`config.mk`:
```
export PLATFORM = sky130hd
export DESIGN_NAME = cp0_regfile_v2
export DESIGN_NICKNAME = d
export VERILOG_FILES = /design/src/rtl/cp0_regfile_v2_pkg.sv /design/src/rtl/cp0_regfile_v2_timer.sv /design/src/rtl/cp0_regfile_v2.sv
export SDC_FILE = /design/constraint.sdc
export NUM_CORES = 1
export LEC_CHECK = 0
export BUFFER_PORTS_ARGS = -buffer_cell sky130_fd_sc_hd__buf_2
export CAP_MARGIN = 20
export CORE_AREA = 2 2 194 196
export DETAILED_ROUTE_END_ITERATION = 16
export DIE_AREA = 0 0 196 198
export GPL_ROUTABILITY_DRIVEN = 0
export GPL_TIMING_DRIVEN = 1
export SYNTH_ARGS = -nofsm -noshare
export SYNTH_HDL_FRONTEND = slang
export SYNTH_SLANG_ARGS = --single-unit
```
`constraint.sdc`:
```
create_clock -name clk -period 2.07 [get_ports clk]
set_input_delay 0.414 -clock clk [delete_from_list [all_inputs] [get_ports clk]]
set_output_delay 0.414 -clock clk [all_outputs]
set_load 0.05 [all_outputs]
```
`src/rtl/cp0_regfile_v2_pkg.sv`:
```
// Shared definitions for the CP0 register file: {rd,sel} addresses,
// Status/Cause field positions, write masks and exception vector constants.
package cp0_regfile_v2_pkg;

  // CP0 register addresses, encoded as {rd[4:0], sel[2:0]}
  localparam logic [7:0] ADDR_INDEX    = 8'h00;
  localparam logic [7:0] ADDR_RANDOM   = 8'h08;
  localparam logic [7:0] ADDR_ENTRYLO0 = 8'h10;
  localparam logic [7:0] ADDR_ENTRYLO1 = 8'h18;
  localparam logic [7:0] ADDR_WIRED    = 8'h30;
  localparam logic [7:0] ADDR_BADVADDR = 8'h40;
  localparam logic [7:0] ADDR_COUNT    = 8'h48;
  localparam logic [7:0] ADDR_ENTRYHI  = 8'h50;
  localparam logic [7:0] ADDR_COMPARE  = 8'h58;
  localparam logic [7:0] ADDR_STATUS   = 8'h60;
  localparam logic [7:0] ADDR_CAUSE    = 8'h68;
  localparam logic [7:0] ADDR_EPC      = 8'h70;
  localparam logic [7:0] ADDR_PRID     = 8'h78;
  localparam logic [7:0] ADDR_CONFIG   = 8'h80;

  // Status field positions
  localparam int STATUS_IE    = 0;
  localparam int STATUS_EXL   = 1;
  localparam int STATUS_ERL   = 2;
  localparam int STATUS_UM    = 4;
  localparam int STATUS_IM_LO = 8;
  localparam int STATUS_IM_HI = 15;
  localparam int STATUS_BEV   = 22;
  localparam int STATUS_CU0   = 28;

  // Cause field positions
  localparam int CAUSE_EXC_LO = 2;
  localparam int CAUSE_EXC_HI = 6;
  localparam int CAUSE_IP_LO  = 8;
  localparam int CAUSE_IP_HI  = 15;
  localparam int CAUSE_IV     = 23;
  localparam int CAUSE_TI     = 30;
  localparam int CAUSE_BD     = 31;

  // Software-writable bits and reset images
  localparam logic [31:0] STATUS_WMASK    = 32'h1040_FF17;
  localparam logic [31:0] STATUS_RESET    = 32'h0040_0002;
  localparam logic [31:0] STATUS_EXL_MASK = 32'h0000_0002;
  localparam logic [31:0] ENTRYHI_WMASK   = 32'hFFFF_E0FF;
  localparam logic [31:0] ENTRYLO_WMASK   = 32'h03FF_FFFF;

  // Config images: M=1, K0=2, MT=1 only when the TLB registers exist
  localparam logic [31:0] CONFIG_TLB    = 32'h8000_0082;
  localparam logic [31:0] CONFIG_NO_TLB = 32'h8000_0002;

  // Exception vector bases and offsets
  localparam logic [31:0] VEC_BASE_BEV    = 32'hBFC0_0200;
  localparam logic [31:0] VEC_BASE_NORMAL = 32'h8000_0000;
  localparam logic [31:0] VEC_OFF_REFILL  = 32'h0000_0000;
  localparam logic [31:0] VEC_OFF_GENERAL = 32'h0000_0180;
  localparam logic [31:0] VEC_OFF_INT     = 32'h0000_0200;

  // Merge a software write into a register, touching only the masked bits
  function automatic logic [31:0] merge_write(input logic [31:0] old_val,
                                              input logic [31:0] wdata,
                                              input logic [31:0] wmask);
    return (old_val & ~wmask) | (wdata & wmask);
  endfunction

endpackage

```
`src/rtl/cp0_regfile_v2_timer.sv`:
```
// Count/Compare timer: prescaled free-running Count, Compare match and the
// sticky timer interrupt flag TI (cleared by any Compare write).
module cp0_timer
  import cp0_regfile_v2_pkg::*;
#(
  parameter int COUNT_DIV = 2
) (
  input  logic        clk,
  input  logic        reset,
  input  logic        count_we,
  input  logic        compare_we,
  input  logic [31:0] wdata,
  output logic [31:0] count,
  output logic [31:0] compare,
  output logic        ti
);

  localparam int PRE_W = (COUNT_DIV > 1) ? $clog2(COUNT_DIV) : 1;
  localparam logic [PRE_W-1:0] PRE_LAST = PRE_W'(COUNT_DIV - 1);

  logic [PRE_W-1:0] pre_r;
  logic [31:0]      count_r;
  logic [31:0]      compare_r;
  logic             ti_r;
  logic             pre_wrap_s;

  assign pre_wrap_s = (pre_r == PRE_LAST);

  // Prescaler and Count: a Count write restarts the prescale period
  always_ff @(posedge clk) begin
    if (reset) begin
      pre_r   <= {PRE_W{1'b0}};
      count_r <= 32'h0;
    end else if (count_we) begin
      pre_r   <= {PRE_W{1'b0}};
      count_r <= wdata;
    end else if (pre_wrap_s) begin
      pre_r   <= {PRE_W{1'b0}};
      count_r <= count_r + 32'd1;
    end else begin
      pre_r   <= pre_r + PRE_W'(1);
      count_r <= count_r;
    end
  end

  // Compare register and sticky TI; a Compare write beats a same-cycle match
  always_ff @(posedge clk) begin
    if (reset) begin
      compare_r <= 32'h0;
      ti_r      <= 1'b0;
    end else if (compare_we) begin
      compare_r <= wdata;
      ti_r      <= 1'b0;
    end else if (count_r == compare_r) begin
      compare_r <= compare_r;
      ti_r      <= 1'b1;
    end else begin
      compare_r <= compare_r;
      ti_r      <= ti_r;
    end
  end

  assign count   = count_r;
  assign compare = compare_r;
  assign ti      = ti_r;

endmodule

```
`src/rtl/cp0_regfile_v2.sv`:
```
// CP0 register file with configurable interrupt lines, Count prescaler and
// TLB depth. Define CP0_TLB_REGS_EN to include Index/Random/Wired/EntryHi/
// EntryLo0/EntryLo1 and the TLBP/TLBR/refill paths; without it those
// registers read 0 and their inputs are ignored.
module cp0_regfile_v2
  import cp0_regfile_v2_pkg::*;
#(
  parameter int          NUM_HW_INT  = 6,
  parameter int          COUNT_DIV   = 2,
  parameter int          TLB_ENTRIES = 16,
  parameter logic [31:0] PRID        = 32'h0000_4220,
  localparam int         IDX_W       = $clog2(TLB_ENTRIES)
) (
  input  logic                  clk,
  input  logic                  reset,
  input  logic [NUM_HW_INT-1:0] hw_int,
  output logic                  int_sig,
  input  logic                  mtc0,
  input  logic [31:0]           mtc0_data,
  input  logic [7:0]            addr,
  output logic [31:0]           mfc0_data,
  input  logic                  commit_exc,
  input  logic                  commit_eret,
  input  logic [4:0]            commit_code,
  input  logic                  commit_bd,
  input  logic [31:0]           commit_epc,
  input  logic [31:0]           commit_bvaddr,
  input  logic                  commit_tlb,
  input  logic                  commit_refill,
  input  logic                  tlbp_we,
  input  logic                  tlbp_hit,
  input  logic [IDX_W-1:0]      tlbp_index,
  input  logic                  tlbr_we,
  input  logic [31:0]           tlbr_entryhi,
  input  logic [31:0]           tlbr_entrylo0,
  input  logic [31:0]           tlbr_entrylo1,
  output logic [31:0]           exc_vector,
  output logic [31:0]           status,
  output logic [31:0]           cause,
  output logic [31:0]           epc,
  output logic [31:0]           entryhi,
  output logic [31:0]           entrylo0,
  output logic [31:0]           entrylo1,
  output logic [IDX_W-1:0]      index,
  output logic [IDX_W-1:0]      random
);

  // Commit and write decode
  logic exc_s;
  logic eret_s;
  logic wr_status_s;
  logic wr_cause_s;
  logic wr_epc_s;
  logic wr_count_s;
  logic wr_compare_s;

  assign exc_s        = commit_exc & ~commit_eret;
  assign eret_s       = commit_exc & commit_eret;
  assign wr_status_s  = mtc0 & (addr == ADDR_STATUS);
  assign wr_cause_s   = mtc0 & (addr == ADDR_CAUSE);
  assign wr_epc_s     = mtc0 & (addr == ADDR_EPC);
  assign wr_count_s   = mtc0 & (addr == ADDR_COUNT);
  assign wr_compare_s = mtc0 & (addr == ADDR_COMPARE);

  // Architectural state
  logic [31:0] status_r;
  logic        bd_r;
  logic [4:0]  exc_code_r;
  logic        iv_r;
  logic [1:0]  ip_sw_r;
  logic [5:0]  ip_hw_r;
  logic [31:0] epc_r;
  logic [31:0] badvaddr_r;
  logic [5:0]  hw_ext_s;
  logic [7:0]  ip_s;
  logic [31:0] cause_s;
  logic [31:0] count_s;
  logic [31:0] compare_s;
  logic        ti_s;

  // TLB register read views (zero when the TLB registers are absent)
  logic [31:0] index_rd_s;
  logic [31:0] random_rd_s;
  logic [31:0] wired_rd_s;
  logic [31:0] entryhi_rd_s;
  logic [31:0] entrylo0_rd_s;
  logic [31:0] entrylo1_rd_s;
  logic [31:0] config_val_s;
  logic        refill_s;

  cp0_timer #(
    .COUNT_DIV (COUNT_DIV)
  ) u_timer (
    .clk        (clk),
    .reset      (reset),
    .count_we   (wr_count_s),
    .compare_we (wr_compare_s),
    .wdata      (mtc0_data),
    .count      (count_s),
    .compare    (compare_s),
    .ti         (ti_s)
  );

  // Zero-extend the external interrupt lines to the six hardware IP bits
  always_comb begin
    hw_ext_s = 6'b0;
    hw_ext_s[NUM_HW_INT-1:0] = hw_int;
  end

  // Status: exception sets EXL, ERET clears it, either drops a same-cycle mtc0
  always_ff @(posedge clk) begin
    if (reset) begin
      status_r <= STATUS_RESET;
    end else if (exc_s) begin
      status_r <= status_r | STATUS_EXL_MASK;
    end else if (eret_s) begin
      status_r <= status_r & ~STATUS_EXL_MASK;
    end else if (wr_status_s) begin
      status_r <= merge_write(status_r, mtc0_data, STATUS_WMASK);
    end else begin
      status_r <= status_r;
    end
  end

  // Cause BD/ExcCode: loaded only by an exception commit
  always_ff @(posedge clk) begin
    if (reset) begin
      bd_r       <= 1'b0;
      exc_code_r <= 5'd0;
    end else if (exc_s) begin
      bd_r       <= commit_bd;
      exc_code_r <= commit_code;
    end else begin
      bd_r       <= bd_r;
      exc_code_r <= exc_code_r;
    end
  end

  // Cause IV/IP1_0: software writable, blocked by a same-cycle exception commit
  always_ff @(posedge clk) begin
    if (reset) begin
      iv_r    <= 1'b0;
      ip_sw_r <= 2'b00;
    end else if (exc_s) begin
      iv_r    <= iv_r;
      ip_sw_r <= ip_sw_r;
    end else if (wr_cause_s) begin
      iv_r    <= mtc0_data[CAUSE_IV];
      ip_sw_r <= mtc0_data[CAUSE_IP_LO+1:CAUSE_IP_LO];
    end else begin
      iv_r    <= iv_r;
      ip_sw_r <= ip_sw_r;
    end
  end

  // Cause IP7..IP2: sample the hardware interrupt lines every cycle
  always_ff @(posedge clk) begin
    if (reset) begin
      ip_hw_r <= 6'b0;
    end else begin
      ip_hw_r <= hw_ext_s;
    end
  end

  // EPC and BadVAddr: exception commit wins over a software EPC write
  always_ff @(posedge clk) begin
    if (reset) begin
      epc_r      <= 32'h0;
      badvaddr_r <= 32'h0;
    end else if (exc_s) begin
      epc_r      <= commit_epc;
      badvaddr_r <= commit_bvaddr;
    end else if (wr_epc_s) begin
      epc_r      <= mtc0_data;
      badvaddr_r <= badvaddr_r;
    end else begin
      epc_r      <= epc_r;
      badvaddr_r <= badvaddr_r;
    end
  end

  // Timer interrupt shares IP7 with the highest hardware line
  assign ip_s    = {ip_hw_r[5] | ti_s, ip_hw_r[4:0], ip_sw_r};
  assign cause_s = {bd_r, ti_s, 6'b0, iv_r, 7'b0, ip_s, 1'b0, exc_code_r, 2'b00};

`ifdef CP0_TLB_REGS_EN
  localparam logic [IDX_W-1:0] RAND_TOP = IDX_W'(TLB_ENTRIES - 1);

  logic             wr_index_s;
  logic             wr_wired_s;
  logic             wr_entryhi_s;
  logic             wr_entrylo0_s;
  logic             wr_entrylo1_s;
  logic             idx_p_r;
  logic [IDX_W-1:0] idx_r;
  logic [IDX_W-1:0] wired_r;
  logic [IDX_W-1:0] random_r;
  logic [18:0]      vpn2_r;
  logic [7:0]       asid_r;
  logic [25:0]      lo0_r;
  logic [25:0]      lo1_r;
  logic             unused_tlb_s;

  assign wr_index_s    = mtc0 & (addr == ADDR_INDEX);
  assign wr_wired_s    = mtc0 & (addr == ADDR_WIRED);
  assign wr_entryhi_s  = mtc0 & (addr == ADDR_ENTRYHI);
  assign wr_entrylo0_s = mtc0 & (addr == ADDR_ENTRYLO0);
  assign wr_entrylo1_s = mtc0 & (addr == ADDR_ENTRYLO1);
  assign unused_tlb_s  = ^{tlbr_entryhi[12:8], tlbr_entrylo0[31:26], tlbr_entrylo1[31:26]};

  // Index: TLBP sets the probe-fail bit and, on a hit, the matching index
  always_ff @(posedge clk) begin
    if (reset) begin
      idx_p_r <= 1'b0;
      idx_r   <= {IDX_W{1'b0}};
    end else if (tlbp_we) begin
      idx_p_r <= ~tlbp_hit;
      idx_r   <= tlbp_hit ? tlbp_index : idx_r;
    end else if (wr_index_s) begin
      idx_p_r <= idx_p_r;
      idx_r   <= mtc0_data[IDX_W-1:0];
    end else begin
      idx_p_r <= idx_p_r;
      idx_r   <= idx_r;
    end
  end

  // Wired: software writable only
  always_ff @(posedge clk) begin
    if (reset) begin
      wired_r <= {IDX_W{1'b0}};
    end else if (wr_wired_s) begin
      wired_r <= mtc0_data[IDX_W-1:0];
    end else begin
      wired_r <= wired_r;
    end
  end

  // Random: counts down from the top entry to Wired, then reloads
  always_ff @(posedge clk) begin
    if (reset) begin
      random_r <= RAND_TOP;
    end else if (wr_wired_s) begin
      random_r <= RAND_TOP;
    end else if (wired_r >= RAND_TOP) begin
      random_r <= RAND_TOP;
    end else if ((random_r == wired_r) || (random_r == {IDX_W{1'b0}})) begin
      random_r <= RAND_TOP;
    end else begin
      random_r <= random_r - IDX_W'(1);
    end
  end

  // EntryHi: TLB exception loads VPN2 only, then TLBR, then software
  always_ff @(posedge clk) begin
    if (reset) begin
      vpn2_r <= 19'h0;
      asid_r <= 8'h0;
    end else if (exc_s && commit_tlb) begin
      vpn2_r <= commit_bvaddr[31:13];
      asid_r <= asid_r;
    end else if (tlbr_we) begin
      vpn2_r <= tlbr_entryhi[31:13];
      asid_r <= tlbr_entryhi[7:0];
    end else if (wr_entryhi_s) begin
      vpn2_r <= mtc0_data[31:13];
      asid_r <= mtc0_data[7:0];
    end else begin
      vpn2_r <= vpn2_r;
      asid_r <= asid_r;
    end
  end

  // EntryLo0/EntryLo1: TLBR wins over a software write
  always_ff @(posedge clk) begin
    if (reset) begin
      lo0_r <= 26'h0;
      lo1_r <= 26'h0;
    end else if (tlbr_we) begin
      lo0_r <= tlbr_entrylo0[25:0];
      lo1_r <= tlbr_entrylo1[25:0];
    end else begin
      lo0_r <= wr_entrylo0_s ? mtc0_data[25:0] : lo0_r;
      lo1_r <= wr_entrylo1_s ? mtc0_data[25:0] : lo1_r;
    end
  end

  assign index_rd_s    = {idx_p_r, {(31-IDX_W){1'b0}}, idx_r};
  assign random_rd_s   = {{(32-IDX_W){1'b0}}, random_r};
  assign wired_rd_s    = {{(32-IDX_W){1'b0}}, wired_r};
  assign entryhi_rd_s  = {vpn2_r, 5'b0, asid_r} & ENTRYHI_WMASK;
  assign entrylo0_rd_s = {6'b0, lo0_r};
  assign entrylo1_rd_s = {6'b0, lo1_r};
  assign config_val_s  = CONFIG_TLB;
  assign refill_s      = commit_refill & ~status_r[STATUS_EXL];
  assign index         = idx_r;
  assign random        = random_r;
`else
  logic unused_tlb_s;

  assign unused_tlb_s  = ^{tlbp_we, tlbp_hit, tlbp_index, tlbr_we, tlbr_entryhi,
                           tlbr_entrylo0, tlbr_entrylo1, commit_tlb, commit_refill};
  assign index_rd_s    = 32'h0;
  assign random_rd_s   = 32'h0;
  assign wired_rd_s    = 32'h0;
  assign entryhi_rd_s  = 32'h0;
  assign entrylo0_rd_s = 32'h0;
  assign entrylo1_rd_s = 32'h0;
  assign config_val_s  = CONFIG_NO_TLB;
  assign refill_s      = 1'b0;
  assign index         = {IDX_W{1'b0}};
  assign random        = {IDX_W{1'b0}};
`endif

  // Exception vector from pre-commit state; ERET returns to EPC
  logic [31:0] vec_base_s;
  logic [31:0] vec_off_s;
  logic [31:0] exc_vector_s;

  always_comb begin
    vec_base_s   = VEC_BASE_NORMAL;
    vec_off_s    = VEC_OFF_GENERAL;
    exc_vector_s = 32'h0;
    if (status_r[STATUS_BEV]) begin
      vec_base_s = VEC_BASE_BEV;
    end else begin
      vec_base_s = VEC_BASE_NORMAL;
    end
    if (refill_s) begin
      vec_off_s = VEC_OFF_REFILL;
    end else if ((commit_code == 5'd0) && iv_r) begin
      vec_off_s = VEC_OFF_INT;
    end else begin
      vec_off_s = VEC_OFF_GENERAL;
    end
    if (commit_eret) begin
      exc_vector_s = epc_r;
    end else begin
      exc_vector_s = vec_base_s + vec_off_s;
    end
  end

  // mfc0 read mux; unimplemented addresses read zero
  always_comb begin
    mfc0_data = 32'h0;
    case (addr)
      ADDR_INDEX:    mfc0_data = index_rd_s;
      ADDR_RANDOM:   mfc0_data = random_rd_s;
      ADDR_ENTRYLO0: mfc0_data = entrylo0_rd_s;
      ADDR_ENTRYLO1: mfc0_data = entrylo1_rd_s;
      ADDR_WIRED:    mfc0_data = wired_rd_s;
      ADDR_BADVADDR: mfc0_data = badvaddr_r;
      ADDR_COUNT:    mfc0_data = count_s;
      ADDR_ENTRYHI:  mfc0_data = entryhi_rd_s;
      ADDR_COMPARE:  mfc0_data = compare_s;
      ADDR_STATUS:   mfc0_data = status_r;
      ADDR_CAUSE:    mfc0_data = cause_s;
      ADDR_EPC:      mfc0_data = epc_r;
      ADDR_PRID:     mfc0_data = PRID;
      ADDR_CONFIG:   mfc0_data = config_val_s;
      default:       mfc0_data = 32'h0;
    endcase
  end

  assign int_sig = (|(ip_s & status_r[STATUS_IM_HI:STATUS_IM_LO])) & status_r[STATUS_IE]
                   & ~status_r[STATUS_EXL] & ~status_r[STATUS_ERL];

  assign exc_vector = exc_vector_s;
  assign status     = status_r;
  assign cause      = cause_s;
  assign epc        = epc_r;
  assign entryhi    = entryhi_rd_s;
  assign entrylo0   = entrylo0_rd_s;
  assign entrylo1   = entrylo1_rd_s;

endmodule

```
==> results of run 1 <==
==> logic make-up after synthesis <==
group           after synthesis  synth area share (%)
flops                       159                  33.8
simple gates                488                  23.7
other cells                   1                0.0399
fa+ha+maj                     2                 0.266
xor+xnor                     61                  5.68
mux                          35                  4.59
buf+inv                     243                  16.0
compound gates              223                  16.0
==> registers in the layout (all words and copies together) (netlist names) <==
name             flops
exc_code_r           5
badvaddr_r          32
u_timer.pre_r        1
u_timer.count       32
iv_r                 1
bd_r                 1
u_timer.ti           1
ip_sw_r              2
u_timer.compare     32
ip_hw_r              6
status              14
epc                 32
==> final cells by class <==
class | count | area (um^2)
clock buffers | 18 | 439
repair buffers | 382 | 3220
multi-input cells | 947 | 5810
fillers | 3830 | 23500
inverters | 7 | 26.3
well taps | 474 | 593
clock inverters | 14 | 205
flip-flops and latches | 159 | 3210
==> report_power, final <==
part           switching, uW  internal [uW]
registers                112           3150
logic                   1400            452
clock network           1450           2080
==> worst max-delay path: cells and delay by family, from the launching register on <==
kind	cells	cell delay [ns]
adders and majority gates	1	0.25
DFF	1	0.33
and+or+nand+nor	2	0.62
muxes	1	0.27
buffers and inverters	1	0.15
==> per-stage QoR <==
step	worst slack, ns	std cells
floorplan	-0.197	1349
global placement	-0.417	1940
detailed placement	-0.421	1940
CTS	-0.410	1983
global route	-0.479	2001
finish	-0.414	2001
==> metal layers <==
layer  GRT usage (%)  vias to the layer above  part of all wire [%]
li1                -                     4486                     -
met1            25.3                     4613                    44
met2            32.1                      433                    47
met3            3.82                       57                   5.8
met4            7.04                        0                   3.0
met5               0                        -                     0
==> path summary, 6_finish.rpt <==
| check | endpoint | slack [ns] |
|---|---|---|
| min reg2reg | badvaddr_r[11]$_SDFFE_PP0P_ | 0.46 |
| max reg2reg | u_timer.count[31]$_SDFFE_PP0P_ | 0.17 |
| min | ip_hw_r[3]$_SDFF_PP0_ | 0.17 |
| max | exc_vector[9] | -0.41 |
==> placed cells by master, fill, tap and decap left out, types with 7 or more instances in the layout <==
| master | count |
|---|---|
| sky130_fd_sc_hd__buf_4 | 98 |
| sky130_fd_sc_hd__a22oi_2 | 7 |
| sky130_fd_sc_hd__a311oi_1 | 29 |
| sky130_fd_sc_hd__a211oi_1 | 29 |
| sky130_fd_sc_hd__nor2b_1 | 11 |
| sky130_fd_sc_hd__nand3_1 | 18 |
| sky130_fd_sc_hd__a21oi_1 | 89 |
| sky130_fd_sc_hd__nor2_2 | 10 |
| sky130_fd_sc_hd__nand2_1 | 265 |
| sky130_fd_sc_hd__and2_1 | 20 |
| sky130_fd_sc_hd__clkbuf_16 | 22 |
| sky130_fd_sc_hd__buf_12 | 51 |
| sky130_fd_sc_hd__buf_6 | 18 |
| sky130_fd_sc_hd__o21ai_4 | 10 |
| sky130_fd_sc_hd__xnor2_1 | 44 |
| sky130_fd_sc_hd__dfxtp_2 | 9 |
| sky130_fd_sc_hd__buf_2 | 203 |
| sky130_fd_sc_hd__a22oi_1 | 10 |
| sky130_fd_sc_hd__nand4_1 | 22 |
| sky130_fd_sc_hd__inv_1 | 7 |
| sky130_fd_sc_hd__xor2_1 | 17 |
| sky130_fd_sc_hd__a221o_2 | 11 |
| sky130_fd_sc_hd__nor2_1 | 76 |
| sky130_fd_sc_hd__mux2i_1 | 27 |
| sky130_fd_sc_hd__conb_1 | 138 |
| sky130_fd_sc_hd__dfxtp_1 | 147 |
| sky130_fd_sc_hd__nor3_1 | 13 |
==> timing repair <==
| action | in CTS | in global routing |
|---|---|---|
| resized for setup | 54 | 57 |
| endpoints found under the setup margin | 37 | 40 |
| gates cloned | 2 | 7 |
| setup buffers | 9 | 12 |
| pin swaps | 7 | 45 |
==> results.json, run 1 <==
{
  "gr-usage-all-layers_pct": 19.4,
  "syn_area_per_cell_um2": 7.76,
  "worst-path-max-fanout": 2,
  "r2r_cells": 7,
  "synth-seq-area-share_pct": 33.8,
  "min_period_ns": 2.48,
  "maximum_number_of_pins_on_one_net_before_global_route_repair": 102,
  "tritoncts": "built",
  "floorplan.initialDensity_pct": 25.5,
  "global_route.overflow_total": 0,
  "synth.ff_latch_count": 159,
  "pin_count": 491,
  "number_of_global_route_vias_before_repair": 8891,
  "setup_viol": 59,
  "placed_cell_area_mm2": 0.0121,
  "rsz0062_at_grt": "yes",
  "hp-class": "in -> reg",
  "final_max_slew_viol_count": 0,
  "postSynth.asyncResetShare_pct": 0,
  "synth.top_cells.by_count": "sky130_fd_sc_hd__nand2_1 (269), sky130_fd_sc_hd__dfxtp_1 (159), sky130_fd_sc_hd__buf_4 (147)",
  "library_cell_with_the_highest_instance_count_after_synthesis": "sky130_fd_sc_hd__nand2_1",
  "drt_pass1_iterations": 8,
  "startpoint_type": "flip-flop",
  "sinks_on_the_clock_net": 159,
  "overall_routed_net_length_mm": 40.3,
  "synthDistinctLibCells": 58,
  "port-buffer-count": 247,
  "clockBufferDepth": 2,
  "period_share_pct": 120,
  "antenna_found_initial": 1,
  "hp-start": "hw_int[3]",
  "design.core.area_mm2": 0.0370,
  "synth.area.top_cells": "sky130_fd_sc_hd__dfxtp_1 (34%), sky130_fd_sc_hd__buf_4 (12%), sky130_fd_sc_hd__nand2_1 (11%)",
  "numCtsBuffers": 17,
  "netlist.top_cell.by_area": "sky130_fd_sc_hd__dfxtp_1",
  "clockRootBuffer": "sky130_fd_sc_hd__clkbuf_16",
  "critical_path.cell_chain": "or4b_4 > nor3_4 > ha_1 > mux2_4 > buf_6",
  "max_cap_viols": 0,
  "dp.final_hpwl_mm": 29.4,
  "die_width_um": 196,
  "antenna_cells_inserted": 0,
  "tightestPinTransition_ns": 0.580,
  "cts_max_level": 4,
  "cp_data_arrival_time_ns": 2.07,
  "finalSetupTns_ns": -11.77,
  "report.power.total_uw": 8640,
  "cts.hold.buffers_added": 0,
  "fin_skew_ns": 0.00786,
  "power_density_mw_per_mm2": 640,
  "critical_path.max_stage_delay_ns": 0.48,
  "drt_wl_cell_um": 20.2,
  "synthToLayoutAreaGrowth_pct": 43.4,
  "routed_via_density": 4.79,
  "die-area_mm2": 0.0388,
  "synth-edff-count": 0,
  "drtAntennaViolNets": 0,
  "whs_path_depth": 2,
  "violations": "setup timing",
  "timing.hold.ws_ns": 0.169,
  "worst_setup_path_startpoint": "iv_r$_SDFFE_PP0P_",
  "synthesis.yosys.warnings": 0,
  "timing.max_slew.rel_slack_pct": 61.3,
  "synth_area_mm2": 0.00941,
  "path_class": "reg -> out",
  "report.final.hold_viol_count": 0,
  "fp-row-count": 71,
  "setup_slack_ns": -0.414,
  "synth_top_flop_cell": "sky130_fd_sc_hd__dfxtp_1",
  "setup.worst_path.end_class": "primary output",
  "nets": 1742,
  "critPathSlowestCell": "sky130_fd_sc_hd__or4b_4",
  "required_ns": 1.66,
  "drt_drc_violations_left": 0,
  "outcome": "complete, but fails checks",
  "peakVddDrop_mv": 0.612,
  "fin_area_mm2": 0.0135,
  "syn_inst": 1212,
  "fin_util_pct": 36.5,
  "path_clk_slew_ns": 0.08,
  "r2r_path_start": "u_timer.count[4]$_SDFFE_PP0P_",
  "die-height_um": 198,
  "dr_total_vias": 9589,
  "leakagePower_uw": 0.00555,
  "netlist.area_leader.share_pct": 33.8,
  "dr_iter_0_viols": 674,
  "post_route_cells_drive_above_1_share_pct": 34.4,
  "insertion_delay_ns": 0.44,
  "grt_first_pass_wirelength_mm": 56.0,
  "fmax_mhz": 403
}
Note: power is estimated with default switching activity, not from simulation.
==> run 2, diff against run 1 <==
==> constraint.sdc (replaced) <==
create_clock -name clk -period 2.07 [get_ports clk]
set_input_delay 0.1035 -clock clk [delete_from_list [all_inputs] [get_ports clk]]
set_output_delay 0.1035 -clock clk [all_outputs]
set_load 0.05 [all_outputs]
==> results.json, run 2 (synthesized netlist as in run 1, its figures left out) <==
{
  "outcome": "complete, but fails checks",
  "violations": "setup timing",
  "gr-usage-all-layers_pct": 19.9,
  "placed_cell_area_mm2": 0.0113,
  "peakVddDrop_mv": 0.622,
  "fin_util_pct": 36.6,
  "numCtsBuffers": 17,
  "startpoint_type": "flip-flop",
  "critPathSlowestCell": "sky130_fd_sc_hd__or4b_4",
  "die_width_um": 196,
  "path_class": "reg -> out",
  "drt_drc_violations_left": 0,
  "tightestPinTransition_ns": 0.776,
  "worst_path_dominant_cell_family": "simple AND/OR/NAND/NOR gates",
  "r2r_path_start": "u_timer.count[8]$_SDFFE_PP0P_",
  "report.final.hold_viol_count": 0,
  "die-area_mm2": 0.0388,
  "antenna_found_initial": 1,
  "report.power.total_uw": 9100,
  "floorplan.initialDensity_pct": 25.5,
  "hp-start": "commit_eret",
  "design.core.area_mm2": 0.0370,
  "fmax_mhz": 466,
  "dr_total_vias": 9848,
  "dp.final_hpwl_mm": 29.8,
  "leakagePower_uw": 0.00563,
  "nets": 1820,
  "layout.cells.most_common": "sky130_fd_sc_hd__nand2_1",
  "min_period_ns": 2.15,
  "fin_area_mm2": 0.0135,
  "fin_skew_ns": 0.0155,
  "drt_pass1_iterations": 7,
  "drtAntennaViolNets": 0,
  "setup_slack_ns": -0.0775,
  "drt_wl_cell_um": 19.2,
  "cts_max_level": 4,
  "hp-class": "in -> reg",
  "die-height_um": 198,
  "dr_iter_0_viols": 659,
  "clockBufferDepth": 2,
  "worst-path-max-fanout": 2,
  "timing.max_slew.rel_slack_pct": 48.2,
  "worstPathBufferInverterCount": 1,
  "final_max_slew_viol_count": 0,
  "sinks_on_the_clock_net": 159,
  "number_of_global_route_vias_before_repair": 9255,
  "path_clk_slew_ns": 0.08,
  "power_density_mw_per_mm2": 673,
  "setup.worst_path.end_class": "primary output",
  "clockRootBuffer": "sky130_fd_sc_hd__clkbuf_16",
  "maximum_number_of_pins_on_one_net_before_global_route_repair": 83,
  "post_route_cells_drive_above_1_share_pct": 25.5,
  "fp-row-count": 71,
  "max_cap_viols": 0,
  "port-buffer-count": 247,
  "critical_path.max_stage_delay_ns": 0.48,
  "cp_data_arrival_time_ns": 2.04,
  "overall_routed_net_length_mm": 39.8,
  "period_share_pct": 104,
  "pin_count": 491,
  "tritoncts": "built",
  "grt_first_pass_wirelength_mm": 57.5,
  "critical_path.cell_chain": "or4b_4 > nor3_2 > ha_1 > mux2_2 > buf_6",
  "worst_setup_path_startpoint": "iv_r$_SDFFE_PP0P_",
  "rsz0062_at_grt": "yes",
  "mostFrequentLayoutCells": "sky130_fd_sc_hd__nand2_1 (269), sky130_fd_sc_hd__buf_2 (218), sky130_fd_sc_hd__dfxtp_1 (147), sky130_fd_sc_hd__conb_1 (138), sky130_fd_sc_hd__dlygate4sd3_1 (134)",
  "insertion_delay_ns": 0.45,
  "global_route.overflow_total": 0,
  "routed_via_density": 4.73,
  "setup_viol": 1,
  "synthToLayoutAreaGrowth_pct": 43.8,
  "required_ns": 1.97,
  "timing.hold.ws_ns": 0.159
}
[run 2: changes by cell type in the layout (fill, tap and decap cells not counted), sizes merged]
cell | before | now
dlygate4sd3 | 0 | 134
buf | 377 | 325
inv | 11 | 7
bufinv | 4 | 7
clkbuf | 23 | 20
clkinv | 3 | 6
clkinvlp | 3 | 0
diode | 0 | 1
[run 2: what timing repair did]
action,4_1_cts,5_1_grt
hold endpoints to repair,139,0
pin swaps,0,3
setup endpoints to repair,8,24
gates resized for setup,32,15
hold buffers,134,0
buffers inserted,7,2
[run 2: per-layer routing]
metal,global-route usage [%],vias up,part of all wire [%]
li1,-,4636,-
met1,25.4,4630,43
met2,32.5,497,47
met3,3.32,85,6.1
met4,9.54,0,4.1
met5,0,-,0
[run 2: worst register-to-register path: stages (launching register included)]
cell and delay (ns):
sky130_fd_sc_hd__dfxtp_4 0.39, sky130_fd_sc_hd__buf_4 0.15, sky130_fd_sc_hd__nand3_1 0.16, sky130_fd_sc_hd__nor4_1 0.39, sky130_fd_sc_hd__buf_4 0.20, sky130_fd_sc_hd__nand4_1 0.12, sky130_fd_sc_hd__xor2_1 0.18, sky130_fd_sc_hd__a211oi_1 0.23
[run 2: area by class of cell]
type / count / area [um^2]
Fill cell: 3815 / 23400
Multi-Input combinational cell: 947 / 5330
Timing Repair Buffer: 460 / 3650
Sequential cell: 159 / 3220
Tap cell: 474 / 593
Clock buffer: 19 / 453
Clock inverter: 13 / 259
Inverter: 7 / 26.3
Antenna cell: 1 / 2.50
[run 2: path summary, 6_finish.rpt]
kind / slack [ns] / to / cells after the start
worst min-delay path: 0.16 / status[1]$_SDFFE_PP1P_ / 4
worst min register to register: 0.46 / badvaddr_r[28]$_SDFFE_PP0P_ / 2
worst max-delay path: -0.08 / exc_vector[9] / 5
worst max register to register: 0.17 / u_timer.count[22]$_SDFFE_PP0P_ / 7
[run 2: where the power goes]
group	switching [uW]	internal (uW)
clock network	1450	2460
registers	122	3150
logic	1390	528
[run 2: metrics by stage]
stage,setup TNS [ns],setup WS (ns),cells
final,-0.0775,-0.0775,2080
after global routing,-0.178,-0.126,2080
after CTS,-0.139,-0.0764,2079
after detailed placement,0,0.0759,1909
after global placement,0,0.0902,1909
after floorplan,-2.96,-0.358,1349
==> run 3, diff against run 2 <==
ABC_AREA = 1   (was not set)
CORE_AREA = 2 2 189 191   (was 2 2 194 196)
DIE_AREA = 0 0 191 193   (was 0 0 196 198)
==> results.json, run 3 <==
{
  "hp-class": "in -> reg",
  "peakVddDrop_mv": 0.493,
  "synth-edff-count": 0,
  "p_sw_uw": 2890,
  "required_ns": 1.97,
  "pin_count": 491,
  "report.final.hold_viol_count": 0,
  "synth.ff_latch_count": 159,
  "antenna_cells_inserted": 0,
  "final_max_slew_viol_count": 0,
  "power.clock.fraction_pct": 40.6,
  "hp-start": "commit_epc[17]",
  "design.core.area_mm2": 0.0350,
  "clockRootBuffer": "sky130_fd_sc_hd__clkbuf_16",
  "layout.cells.most_common": "sky130_fd_sc_hd__nand2_1",
  "seq_power_share_pct": 38.8,
  "syn_area_per_cell_um2": 6.45,
  "r2r_path_start": "u_timer.count[0]$_SDFFE_PP0P_",
  "setup_viol": 0,
  "synth_top_flop_cell": "sky130_fd_sc_hd__dfxtp_1",
  "die-height_um": 193,
  "critical_path.reg2reg.endpoint": "u_timer.count[22]$_SDFFE_PP0P_",
  "nets": 2076,
  "fin_skew_ns": 0.00585,
  "number_of_global_route_vias_before_repair": 9913,
  "tritoncts": "built",
  "tightestPinTransition_ns": 0.781,
  "fmax_mhz": 518,
  "port-buffer-count": 247,
  "mostFrequentLayoutCells": "sky130_fd_sc_hd__nand2_1 (424), sky130_fd_sc_hd__buf_2 (229), sky130_fd_sc_hd__dfxtp_1 (159), sky130_fd_sc_hd__nor2_1 (154), sky130_fd_sc_hd__inv_1 (140)",
  "syn_inst": 1569,
  "numCtsBuffers": 17,
  "netlist.area_leader.share_pct": 31.5,
  "fin_util_pct": 36.6,
  "power.share.switching_pct": 34.3,
  "outcome": "completed",
  "synthToLayoutAreaGrowth_pct": 26.6,
  "insertion_delay_ns": 0.43,
  "cts_max_level": 4,
  "postSynth.asyncResetShare_pct": 0,
  "dr_iter_0_viols": 761,
  "die_width_um": 191,
  "maximum_number_of_pins_on_one_net_before_global_route_repair": 102,
  "share_comb_of_total_power_pct": 20.6,
  "library_cell_with_the_highest_instance_count_after_synthesis": "sky130_fd_sc_hd__nand2_1",
  "timing.hold.worst_endpoint": "epc[17]$_SDFFE_PP0P_",
  "overall_routed_net_length_mm": 39.3,
  "post-cts-setup-buffers": 0,
  "dp.final_hpwl_mm": 29.8,
  "place_ws_ns": 0.281,
  "layout.filler_cells": 3774,
  "drt_pass1_iterations": 5,
  "die-area_mm2": 0.0369,
  "power_density_mw_per_mm2": 658,
  "setup.worst_path.end_class": "primary output",
  "grt_first_pass_wirelength_mm": 57.9,
  "setup_slack_ns": 0.141,
  "r2r_setup_slack_ns": 0.29,
  "whs_path_depth": 4,
  "post_route_cells_drive_above_1_share_pct": 19.0,
  "floorplan.initialDensity_pct": 28.9,
  "r2r_cells": 10,
  "drt_wl_cell_um": 16.9,
  "synth.top_cells.by_count": "sky130_fd_sc_hd__nand2_1 (425), sky130_fd_sc_hd__dfxtp_1 (159), sky130_fd_sc_hd__nor2_1 (154)",
  "synth-seq-area-share_pct": 31.5,
  "drtAntennaViolNets": 0,
  "startpoint_type": "flip-flop",
  "fp-row-count": 69,
  "max_cap_viols": 0,
  "gr-usage-all-layers_pct": 20.7,
  "worst-path-max-fanout": 3,
  "area_of_all_sequential_standard_cells_mm2": 0.00318,
  "dr_total_vias": 10900,
  "synthesis.yosys.warnings": 0,
  "multi_input_comb_area_mm2": 0.00540,
  "synth.area.top_cells": "sky130_fd_sc_hd__dfxtp_1 (31%), sky130_fd_sc_hd__nand2_1 (16%), sky130_fd_sc_hd__buf_4 (11%)",
  "min_period_ns": 1.93,
  "leakagePower_uw": 0.00630,
  "sinks_on_the_clock_net": 159,
  "clockBufferDepth": 2,
  "cp_data_arrival_time_ns": 1.83,
  "synth_area_mm2": 0.0101,
  "routed_via_density": 4.68,
  "period_share_pct": 93.2,
  "timing.max_slew.rel_slack_pct": 47.9,
  "global_route.overflow_total": 0,
  "internal_power_uw": 5530,
  "path_class": "reg -> out",
  "path_clk_slew_ns": 0.07,
  "netlist.top_cell.by_area": "sky130_fd_sc_hd__dfxtp_1",
  "drt_drc_violations_left": 0,
  "antenna_found_initial": 0,
  "synthDistinctLibCells": 39
}
-- run 3: cell types whose count changed after synthesis, sizes merged, moves of 25 or more --
cell,previous run,this run
mux2i,27,0
nor2,87,167
a311oi,33,0
clkbuf,66,31
o21ai,15,142
inv,7,149
nand2,269,432
a21oi,92,118
nand3,19,92
a211oi,30,0
o211a,0,25
-- run 3: worst max path at each step --
stage | slack, ns | cells after the start | startpoint | endpoint
floorplan | 0.09 | 7 | addr[2] | mfc0_data[22]
global placement | 0.29 | 8 | addr[2] | mfc0_data[20]
detailed placement | 0.28 | 10 | addr[7] | mfc0_data[24]
CTS | 0.14 | 8 | iv_r$_SDFFE_PP0P_ | exc_vector[9]
global route | -0.002 | 8 | iv_r$_SDFFE_PP0P_ | exc_vector[9]
finish | 0.14 | 8 | iv_r$_SDFFE_PP0P_ | exc_vector[9]
-- run 3: kinds of logic after synthesis --
| kind of cell | after synthesis | share of synthesized area [%] |
|---|---|---|
| xor+xnor | 30 | 2.60 |
| flops | 159 | 31.5 |
| buf+inv | 370 | 20.3 |
| other cells | 1 | 0.0371 |
| simple gates | 702 | 28.5 |
| compound gates | 305 | 16.9 |
| fa+ha+maj | 2 | 0.247 |
-- run 3: what timing repair did --
item                                    4_1_cts  5_1_grt
gates resized for setup                       0        2
hold buffers                                 60        0
endpoints found under the setup margin        0        1
hold endpoints to repair                     61        0
-- run 3: cell type report --
class,instances,area share [%]
clock buffers,19,3.54
clock inverters,13,1.37
inverters,149,4.42
multi-input cells,1177,42.1
flip-flops and latches,159,24.8
well taps,461,4.50
repair buffers,344,19.2
-- run 3: power groups by stage --
stage / sequential (uW) / clock [uW] / combinational (uW)
final: 3270 / 3420 / 1730
after detailed placement: 3340 / 0 / 1640
after global routing: 3280 / 3590 / 1850
after global placement: 3340 / 0 / 1630
after CTS: 3270 / 3490 / 1730
after floorplan: 3470 / 0 / 1280
-- run 3: worst max-delay path, stage by stage, from the launching register on --
cell and delay, ns:
sky130_fd_sc_hd__dfxtp_1 0.35, sky130_fd_sc_hd__inv_1 0.11, sky130_fd_sc_hd__nor2_1 0.11, sky130_fd_sc_hd__nand3_1 0.10
sky130_fd_sc_hd__nor2_1 0.10, sky130_fd_sc_hd__ha_1 0.23, sky130_fd_sc_hd__nand2_1 0.06, sky130_fd_sc_hd__o21ai_0 0.11
sky130_fd_sc_hd__buf_4 0.22
-- run 3: metrics by stage --
step	power, uW	std cells	cell area (um^2)	setup TNS, ns	hold slack (ns)
2_1_floorplan	4750	1706	10600	0	0.210
3_3_place_gp	4970	2230	11600	0	0.302
3_5_place_dp	4980	2230	11600	0	0.308
4_1_cts	8490	2322	12800	0	0.00105
5_1_grt	8720	2322	12800	-0.00204	0.0189
6_report	8420	2322	12800	0	0.0176
-- run 3: layer usage --
metal / up-vias / part of all wire [%] / GRT usage (%)
li1: 5267 / - / -
met1: 5076 / 40 / 24.7
met2: 456 / 51 / 37.7
met3: 69 / 5.4 / 2.44
met4: 0 / 4.0 / 8.38
met5: - / 0 / 0
